--- config.mk ---
export PLATFORM = sky130hd
export DESIGN_NAME = if_prefetch
export DESIGN_NICKNAME = d
export VERILOG_FILES = /design/src/rtl/pearl_pkg.sv /design/src/rtl/fetch_fifo.sv /design/src/rtl/if_prefetch.sv
export SDC_FILE = /design/constraint.sdc
export NUM_CORES = 1
export LEC_CHECK = 0
export BUFFER_PORTS_ARGS = -buffer_cell sky130_fd_sc_hd__buf_4
export CORE_UTILIZATION = 25
export DETAILED_ROUTE_END_ITERATION = 6
export MAX_ROUTING_LAYER = met4
export PLACE_DENSITY = 0.39
export REMOVE_ABC_BUFFERS = 1
export SETUP_SLACK_MARGIN = 0.15
export SYNTH_ARGS = -nofsm -noshare
export SYNTH_HDL_FRONTEND = slang
export SYNTH_SLANG_ARGS = --single-unit
--- constraint.sdc ---
create_clock -name clk_i -period 9.9 [get_ports clk_i]
set_input_delay 0.495 -clock clk_i [delete_from_list [all_inputs] [get_ports clk_i]]
set_output_delay 0.495 -clock clk_i [all_outputs]
set_load 0.02 [all_outputs]
--- src/rtl/pearl_pkg.sv ---
// Shared front-end constants for the pearl core.
package pearl_pkg;

   localparam int unsigned XLEN        = 32;
   localparam int unsigned FETCH_WIDTH = 32;               // bits per fetched instruction word
   localparam int unsigned FETCH_BYTES = FETCH_WIDTH / 8;  // fetch PC stride

   // Width of a counter that must hold every value 0..depth inclusive.
   function automatic int unsigned cnt_width(input int unsigned depth);
      return $clog2(depth + 1);
   endfunction

endpackage

--- src/rtl/fetch_fifo.sv ---
// Circular FIFO for fetched {instruction, pc} entries; clear wins over push/pop.
module fetch_fifo #(
   parameter int unsigned WIDTH = 64,
   parameter int unsigned DEPTH = 4,
   localparam int unsigned CW   = $clog2(DEPTH + 1)
) (
   input  logic             clk_i,
   input  logic             rst_ni,
   input  logic             clr_i,
   input  logic             push_i,
   input  logic [WIDTH-1:0] wdata_i,
   input  logic             pop_i,
   output logic [WIDTH-1:0] rdata_o,
   output logic             full_o,
   output logic             empty_o,
   output logic [CW-1:0]    count_o
);

   localparam int unsigned PW = $clog2(DEPTH);

   logic [WIDTH-1:0] mem_q [DEPTH];
   logic [WIDTH-1:0] mem_d [DEPTH];
   logic [PW-1:0]    wptr_q, wptr_d;
   logic [PW-1:0]    rptr_q, rptr_d;
   logic [CW-1:0]    count_q, count_d;
   logic             do_push, do_pop;

   assign full_o  = (count_q == CW'(DEPTH));
   assign empty_o = (count_q == '0);
   assign count_o = count_q;
   assign rdata_o = mem_q[rptr_q];

   // Next-state for storage, pointers and occupancy; pointers wrap since DEPTH is a power of two.
   always_comb begin
      do_push = push_i && !full_o;
      do_pop  = pop_i && !empty_o;
      mem_d   = mem_q;
      wptr_d  = wptr_q;
      rptr_d  = rptr_q;
      count_d = count_q;
      if (clr_i) begin
         wptr_d  = '0;
         rptr_d  = '0;
         count_d = '0;
      end else begin
         if (do_push) begin
            mem_d[wptr_q] = wdata_i;
            wptr_d        = wptr_q + PW'(1);
         end
         if (do_pop) begin
            rptr_d = rptr_q + PW'(1);
         end
         count_d = count_q + CW'(do_push) - CW'(do_pop);
      end
   end

   // Pointer and count registers.
   always_ff @(posedge clk_i or negedge rst_ni) begin
      if (!rst_ni) begin
         wptr_q  <= '0;
         rptr_q  <= '0;
         count_q <= '0;
      end else begin
         wptr_q  <= wptr_d;
         rptr_q  <= rptr_d;
         count_q <= count_d;
      end
   end

   // Data storage needs no reset; entries are only read while counted as valid.
   always_ff @(posedge clk_i) begin
      mem_q <= mem_d;
   end

endmodule

--- src/rtl/if_prefetch.sv ---
// Instruction prefetcher: credit-limited fetch requests, in-order responses into a queue,
// flush/redirect that discards responses still in flight.
module if_prefetch
   import pearl_pkg::FETCH_BYTES;
   import pearl_pkg::cnt_width;
#(
   parameter int unsigned     XLEN      = pearl_pkg::XLEN,
   parameter logic [XLEN-1:0] RESET_VEC = '0,
   parameter int unsigned     QDEPTH    = 4
) (
   input  logic            clk_i,
   input  logic            arstn_i,
   input  logic            tk_brnch_i,
   input  logic [XLEN-1:0] target_i,
   output logic            req_valid_o,
   input  logic            req_ready_i,
   output logic [XLEN-1:0] req_addr_o,
   input  logic            rsp_valid_i,
   input  logic [XLEN-1:0] rsp_data_i,
   output logic            instr_valid_o,
   input  logic            instr_ready_i,
   output logic [XLEN-1:0] instr_o,
   output logic [XLEN-1:0] instr_pc_o
);

   localparam int unsigned   CW      = cnt_width(QDEPTH);
   localparam int unsigned   EW      = 2 * XLEN;
   localparam logic [CW:0]   DEPTH_C = (CW + 1)'(QDEPTH);
   localparam logic [XLEN-1:0] STEP  = XLEN'(FETCH_BYTES);

   logic [XLEN-1:0] fpc_q, fpc_d;
   logic [XLEN-1:0] rpc_q, rpc_d;
   logic [CW-1:0]   inflight_q, inflight_d;
   logic [CW-1:0]   drop_q, drop_d;
   logic [CW-1:0]   q_count;
   logic            q_full, q_empty;
   logic [EW-1:0]   q_rdata;
   logic [CW:0]     credit_used;
   logic            accept, push, pop;

   // Handshakes and next state. Credit covers in-flight plus queued words so the queue never
   // overflows; req_valid_o is forced low while reset is asserted.
   always_comb begin
      credit_used   = {1'b0, inflight_q} + {1'b0, q_count};
      req_valid_o   = arstn_i && !tk_brnch_i && (credit_used < DEPTH_C);
      req_addr_o    = fpc_q;
      instr_valid_o = !q_empty;
      accept        = req_valid_o && req_ready_i;
      pop           = instr_valid_o && instr_ready_i && !tk_brnch_i;
      push          = rsp_valid_i && (drop_q == '0) && !tk_brnch_i;

      inflight_d = inflight_q + CW'(accept) - CW'(rsp_valid_i);
      fpc_d      = accept ? fpc_q + STEP : fpc_q;
      rpc_d      = rpc_q;
      drop_d     = drop_q;
      if (tk_brnch_i) begin
         // Everything still outstanding after this cycle belongs to the old path.
         fpc_d  = target_i;
         rpc_d  = target_i;
         drop_d = inflight_d;
      end else if (rsp_valid_i) begin
         if (drop_q != '0) begin
            drop_d = drop_q - CW'(1);
         end else begin
            rpc_d = rpc_q + STEP;
         end
      end
   end

   // PC and counter registers.
   always_ff @(posedge clk_i or negedge arstn_i) begin
      if (!arstn_i) begin
         fpc_q      <= RESET_VEC;
         rpc_q      <= RESET_VEC;
         inflight_q <= '0;
         drop_q     <= '0;
      end else begin
         fpc_q      <= fpc_d;
         rpc_q      <= rpc_d;
         inflight_q <= inflight_d;
         drop_q     <= drop_d;
      end
   end

   fetch_fifo #(
      .WIDTH (EW),
      .DEPTH (QDEPTH)
   ) u_fetch_fifo (
      .clk_i   (clk_i),
      .rst_ni  (arstn_i),
      .clr_i   (tk_brnch_i),
      .push_i  (push),
      .wdata_i ({rsp_data_i, rpc_q}),
      .pop_i   (pop),
      .rdata_o (q_rdata),
      .full_o  (q_full),
      .empty_o (q_empty),
      .count_o (q_count)
   );

   assign instr_o    = q_rdata[EW-1:XLEN];
   assign instr_pc_o = q_rdata[XLEN-1:0];

   // A response with nothing outstanding means the memory side is broken.
   rsp_without_req_a: assert property (@(posedge clk_i) disable iff (!arstn_i)
      rsp_valid_i |-> (inflight_q != '0));

   // Credit accounting guarantees a free slot for every live response.
   no_overflow_a: assert property (@(posedge clk_i) disable iff (!arstn_i)
      push |-> !q_full);

endmodule

Yosys cells after proc, flatten, opt, wreduce, memory -nomap -nowiden. Cells that the tools add are included.

Flip-flop bits (word level): 333. Latch bits: 0. Bits in writable memories: 0. Bits in read-only memories: 0. Input bits: 70. Output and inout bits: 98. Word-level logic and storage cells: 73. Memories: 0.

Add/sub/neg operators: 10. Multipliers: 0. Divide/modulo/power cells: 0. $lt $le $gt $ge: 4. Equality and inequality tests: 2. Shifts and indexed selects: 0. Mux-type cells: 19. Bitwise gates (word level): 3. Reduce and logical (&&, ||, !) cells: 24.

Operators with widths (count): 256-bit bitwise mux (1); 64-bit 2-to-1 mux (3); 32-bit 2-to-1 mux (5); 64-bit binary-select mux with 2-bit select (1); 64-bit demux with 2-bit select (1); 32-bit by 3-bit adder with 32-bit output, second input constant (2); 3-bit 2-to-1 mux (4); 1-bit logical AND (10); 2-bit nonzero test (5); 2-bit 2-to-1 mux (4); 3-bit by 1-bit adder with 3-bit output (2); 3-bit greater-or-equal comparator, second input constant (2); 3-bit logical NOT (2); 2-bit inverter with 3-bit output (2); 2-bit AND reduction (3); 3-bit by 1-bit subtractor with 3-bit output (2); 2-bit by 1-bit adder with 2-bit output, second input constant (2); 3-bit by 3-bit adder with 4-bit output (1); 4-bit by 3-bit less-than comparator with 1-bit output, second input constant (1); 3-bit equality test, second input constant (1); 1-bit logical NOT (3); 3-bit by 1-bit less-than comparator with 1-bit output, second input constant (1); 3-bit nonzero test (1); 3-bit by 1-bit subtractor with 3-bit output, second input constant (1); other kinds (2) (2).

Longest topological paths before layout.
Depth in word-level cells: 7. Mapped depth: 15. Gate-level depth less buffers: 12.

Cells and area by module. A second synthesis with hierarchy kept.

Cell total of the unflattened synthesis: 812. Area, all modules: 13585.5 um^2.

By module, submodules not included: fetch_fifo (instances 1, cells each 382, area an instance 9695.5 um^2, seq. area each 7862.5 um^2); if_prefetch (instances 1, cells each 430, area an instance 3890.0 um^2, seq. area each 1751.7 um^2).

Worst setup path after synthesis. No wires, ideal clock.

Path type: register to register. From: register drop_q[0]. To: register u_fetch_fifo.mem_q[0] (netlist bit) (enable). Library setup time: 0.429 ns. Arrival: 2.824 ns. Required time: 9.471 ns. Slack: 6.648 ns. Stages on the path, launching flop included: 8. Path buffers: 2. Clock period less this slack: 3.252 ns. Path through: dfrtp_1 inv_1 ha_1 and3b_1 buf_4 o311a_1 clkbuf_1 and2_1.

Word-level cells in the longest chain between the ends: 5.

RTL lines: start: declaration (line if_prefetch.sv:34) `logic [CW-1:0] drop_q, drop_d;`; start signal: assignment (line if_prefetch.sv:81) `drop_q <= drop_d;`; 3-bit logical NOT (line if_prefetch.sv:50) `push = rsp_valid_i && (drop_q == '0) && !tk_brnch_i;`; 1-bit logical AND (2 in a row) (line if_prefetch.sv:50); 1-bit logical AND (line fetch_fifo.sv:35) `do_push = push_i && !full_o;`; 2-bit AND reduction (no line); end signal: assignment (line fetch_fifo.sv:72) `mem_q <= mem_d;`; end: declaration (line fetch_fifo.sv:21) `logic [WIDTH-1:0] mem_q [DEPTH];`.

Every way passes these cells. A chain may end at the register's enable or synchronous reset.

Final worst setup path.
From: register u_fetch_fifo.rptr_q[0]. To: output instr_pc_o[9].

Word-level cells in the longest chain between the ends: 4.

RTL lines: start: declaration (line fetch_fifo.sv:24) `logic [PW-1:0] rptr_q, rptr_d;`; start signal: assignment (line fetch_fifo.sv:65) `rptr_q <= rptr_d;`; 2-bit inverter with 3-bit output (not written as such) (line fetch_fifo.sv:31) `assign rdata_o = mem_q[rptr_q];`; 64-bit binary-select mux with 2-bit select (line fetch_fifo.sv:31); 64-bit 2-to-1 mux (not written as such) (2 in a row) (line fetch_fifo.sv:31); end: declaration (line if_prefetch.sv:23) `output logic [XLEN-1:0] instr_pc_o`.

Every way passes these cells. The select of a mux whose other input is x is not followed.

==> results by group <==
Outcome
  • Outcome: finished, final reports clean

Timing
  • Clk_skew: 0.0223 ns
  • RSZ-0062 raised after global routing: false
  • Hold Fails Final Rpt: 0
  • Max-slew violations: 0
  • WHS: 0.150 ns
  • Fin crit period: 3.56 ns
  • Slew @ Worst Pin: 1.02 ns
  • Max_slew headroom: 0.323
  • Setup TNS: 0 ns
  • Final Setup Violations: 0
  • Final Cycle Share: 0.359
  • Max frequency: 281 MHz

Job
  • Total of max-cap violations: 0

Global routing
  • First-pass GRT wire length: 53,400 um
  • Global route total overflow: 0
  • GRT Util Overall: 0.133
  • Vias in the first global route: 8,144
  • Pin count of the biggest net entering global routing: 63
  • Initial antenna violation count: 0

Power and ir drop
  • Max VDD drop: 96.9 uV
  • Pwr/cell area: 227 nW/um2
  • P_leak: 5.91 nW

Finish
  • Final core area utilization: 0.315
  • Most common cell after layout, fill and taps aside: edfxtp_1
  • Multi-input gate area: 3730 um2
  • N_diodes: 0
  • Seq. cell area: 9620 um2
  • Area Growth Syn to Fin: 24.2%
  • Share of layout cells above drive strength 1: 0.331
  • Fin nets: 1,059
  • Most frequent cells in the layout: edfxtp_1 (256), buf_4 (176), dfrtp_1 (75), mux4_2 (64), nand2_1 (47)
  • Number of fill cells: 5,323

Floorplanning
  • DIE AREA: 55,400 um2
  • Initial Util: 0.253
  • Core Rows: 85
  • Chip width: 235 um
  • IO Count: 168
  • Core ar.: 53,800 um2
  • Die Height: 235 um

Synthesis
  • Post-Syn Area: 13,600 um2
  • Yosys cell types: 62
  • Register area share after synthesis: 0.706
  • Synth Register Bits: 333
  • Avg Cell Area, Syn: 17.3 um2
  • Main synth FF type: edfxtp_1
  • Ys async rst share: 0.231
  • Synth warnings: 0
  • Syn Inst Count: 788
  • Post-synth EDFFs: 256

CTS
  • Sink Count: 333
  • Root buf cell: clkbuf_16
  • CTS Buf Count: 40
  • Postcts setup bufs: 0
  • CTS tree: built
  • Cts repair resizes: 0
  • Clk_lat worst skew: 0.55 ns
  • H-tree Lvls: 2
  • CTS clk-pin slew, worst paths: 0.06 ns
  • Buffer depth of the longest clock path: 3

Critical path
  • Critical-path cell list: buf_4, mux4_2, buf_4
  • Slowest stage delay, CP: 0.88 ns
  • Critical Path RT: 9.41 ns
  • Worst path slowest cell: dfrtp_4
  • Worst setup SP type: flip-flop
  • Critical path's most frequent cell: buf_4
  • Crit. End Element: output pin
  • Buf+Inv Stages, Crit Path: 2
  • Top delay family on crit path: buffers and inverters
  • Max Fanout on Critical Path: 39
  • Critical path type: reg2out
  • Crit path DAT: 3.06 ns

Route
  • Total wire length: 35,200 um
  • Iteration-0 DRC Markers: 369
  • Antenna-violating nets left: 0
  • Via/cell ratio: 4.42
  • Vias: 7,502
  • First-pass detailed-route iteration total: 4
  • DR WL/cell: 20.7 um
  • Drt drc: 0

Place
  • Port Buffer Count: 167
  • HPWL Detailed: 22,300 um
  • Placer Congestion: 0.723

Worst hold path
  • Hold Path Class: in2reg
[logic make-up (layout without fill, tap and decap cells)]
group | after synthesis | in the layout | synth area share
flops | 333 | 333 | 0.706
fa+ha+maj | 16 | 16 | 0.0158
xor+xnor | 47 | 47 | 0.0302
compound gates | 73 | 73 | 0.0335
buf+inv | 61 | 275 | 0.0210
simple gates | 176 | 176 | 0.0734
mux | 82 | 82 | 0.120
[flip-flops by register name, summed over array words and instances (netlist names)]
name,cells
drop_q,3
rpc_q,32
u_fetch_fifo.wptr_q,2
inflight_q,3
req_addr_o,32
u_fetch_fifo.count_o,3
u_fetch_fifo.rptr_q,2
u_fetch_fifo.mem_q,256
[through the flow]
stage / total power (W) / worst slack, ns / instance area, um2 / std cells
after floorplan: 0.00215 / 6.08 / 13400 / 754
after global placement: 0.00247 / 6.30 / 15700 / 1626
after detailed placement: 0.00247 / 6.27 / 15700 / 1626
after CTS: 0.00393 / 6.15 / 16900 / 1698
after global routing: 0.00403 / 6.06 / 16900 / 1698
final: 0.00385 / 6.34 / 16900 / 1698
[cell type report]
type / instances / area share
flip-flops and latches: 333 / 0.568
multi-input cells: 394 / 0.221
repair buffers: 177 / 0.0787
clock buffers: 50 / 0.0632
well taps: 696 / 0.0515
clock inverters: 21 / 0.0115
inverters: 27 / 0.00599
[path summary, 6_finish.rpt]
kind | startpoint | end | slack [ns] | cells past startpoint
setup / recovery | u_fetch_fifo.rptr_q[0] | instr_pc_o[9] | 6.34 | 3
hold / removal | rsp_data_i[13] | u_fetch_fifo.mem_q[109] | 0.15 | 1
setup reg to reg | u_fetch_fifo.count_o[1] | drop_q[2] | 6.50 | 12
hold reg to reg | inflight_q[2] | inflight_q[2] | 0.52 | 1
max in group asynchronous | arstn_i | u_fetch_fifo.rptr_q[1] | 8.29 | 3
min in group asynchronous | arstn_i | req_addr_o[19] | 0.36 | 2
[worst reg2reg max path, cell delays in order (launching register included)]
cell     delay [ns]
dfrtp_1        0.45
ha_1           0.30
nand3_1        0.08
and4_1         0.66
inv_2          0.38
ha_1           0.38
inv_1          0.05
ha_1           0.12
inv_1          0.04
fa_1           0.37
xnor2_1        0.14
xnor2_1        0.14
o21a_1         0.17
[cell usage after synthesis, types with 3 or more instances]
library cell	count	share of area
nor2_1	21	0.0058
xnor2_1	30	0.019
nand3_1	25	0.0092
o21ai_0	36	0.013
nor3_1	11	0.0040
mux4_2	64	0.11
and4_1	5	0.0032
buf_2	9	0.0033
a31oi_1	3	0.0014
a21oi_1	6	0.0022
xor2_1	17	0.011
or3_1	3	0.0014
and2_1	5	0.0023
inv_1	25	0.0069
nand2_1	47	0.013
buf_6	3	0.0025
ha_1	14	0.013
and3_1	10	0.0046
mux2_2	16	0.013
edfxtp_1	256	0.56
dfrtp_1	77	0.14
a31o_2	3	0.0019
clkbuf_1	13	0.0036
nor4_1	7	0.0032
buf_1	6	0.0017
nand4_1	19	0.0087
a21boi_0	3	0.0017
o211ai_1	10	0.0055
[power by group]
| group | switching [W] | total [W] | internal, W | leakage (nW) |
|---|---|---|---|---|
| registers | 0.000110 | 0.00170 | 0.00159 | 3.23 |
| logic | 0.000377 | 0.000720 | 0.000343 | 2.05 |
| clock network | 0.000567 | 0.00143 | 0.000866 | 0.626 |
[per-layer routing]
layer  wire length (um)  vias to the layer above  part of all wire  global-route usage
met3               1290                       45             0.037              0.0258
met2              16400                      153              0.47               0.204
met5                  0                        -                 0                   -
met4                648                        0             0.018              0.0327
li1                   -                     3458                 -                   -
met1              16800                     3846              0.48               0.181
[what timing repair did]
item                                    in CTS  in global routing
hold buffers                                 1                  0
endpoints found under the setup margin       0                  0
endpoints found under the hold margin       15                  0
(Power assumes the default switching activity.)
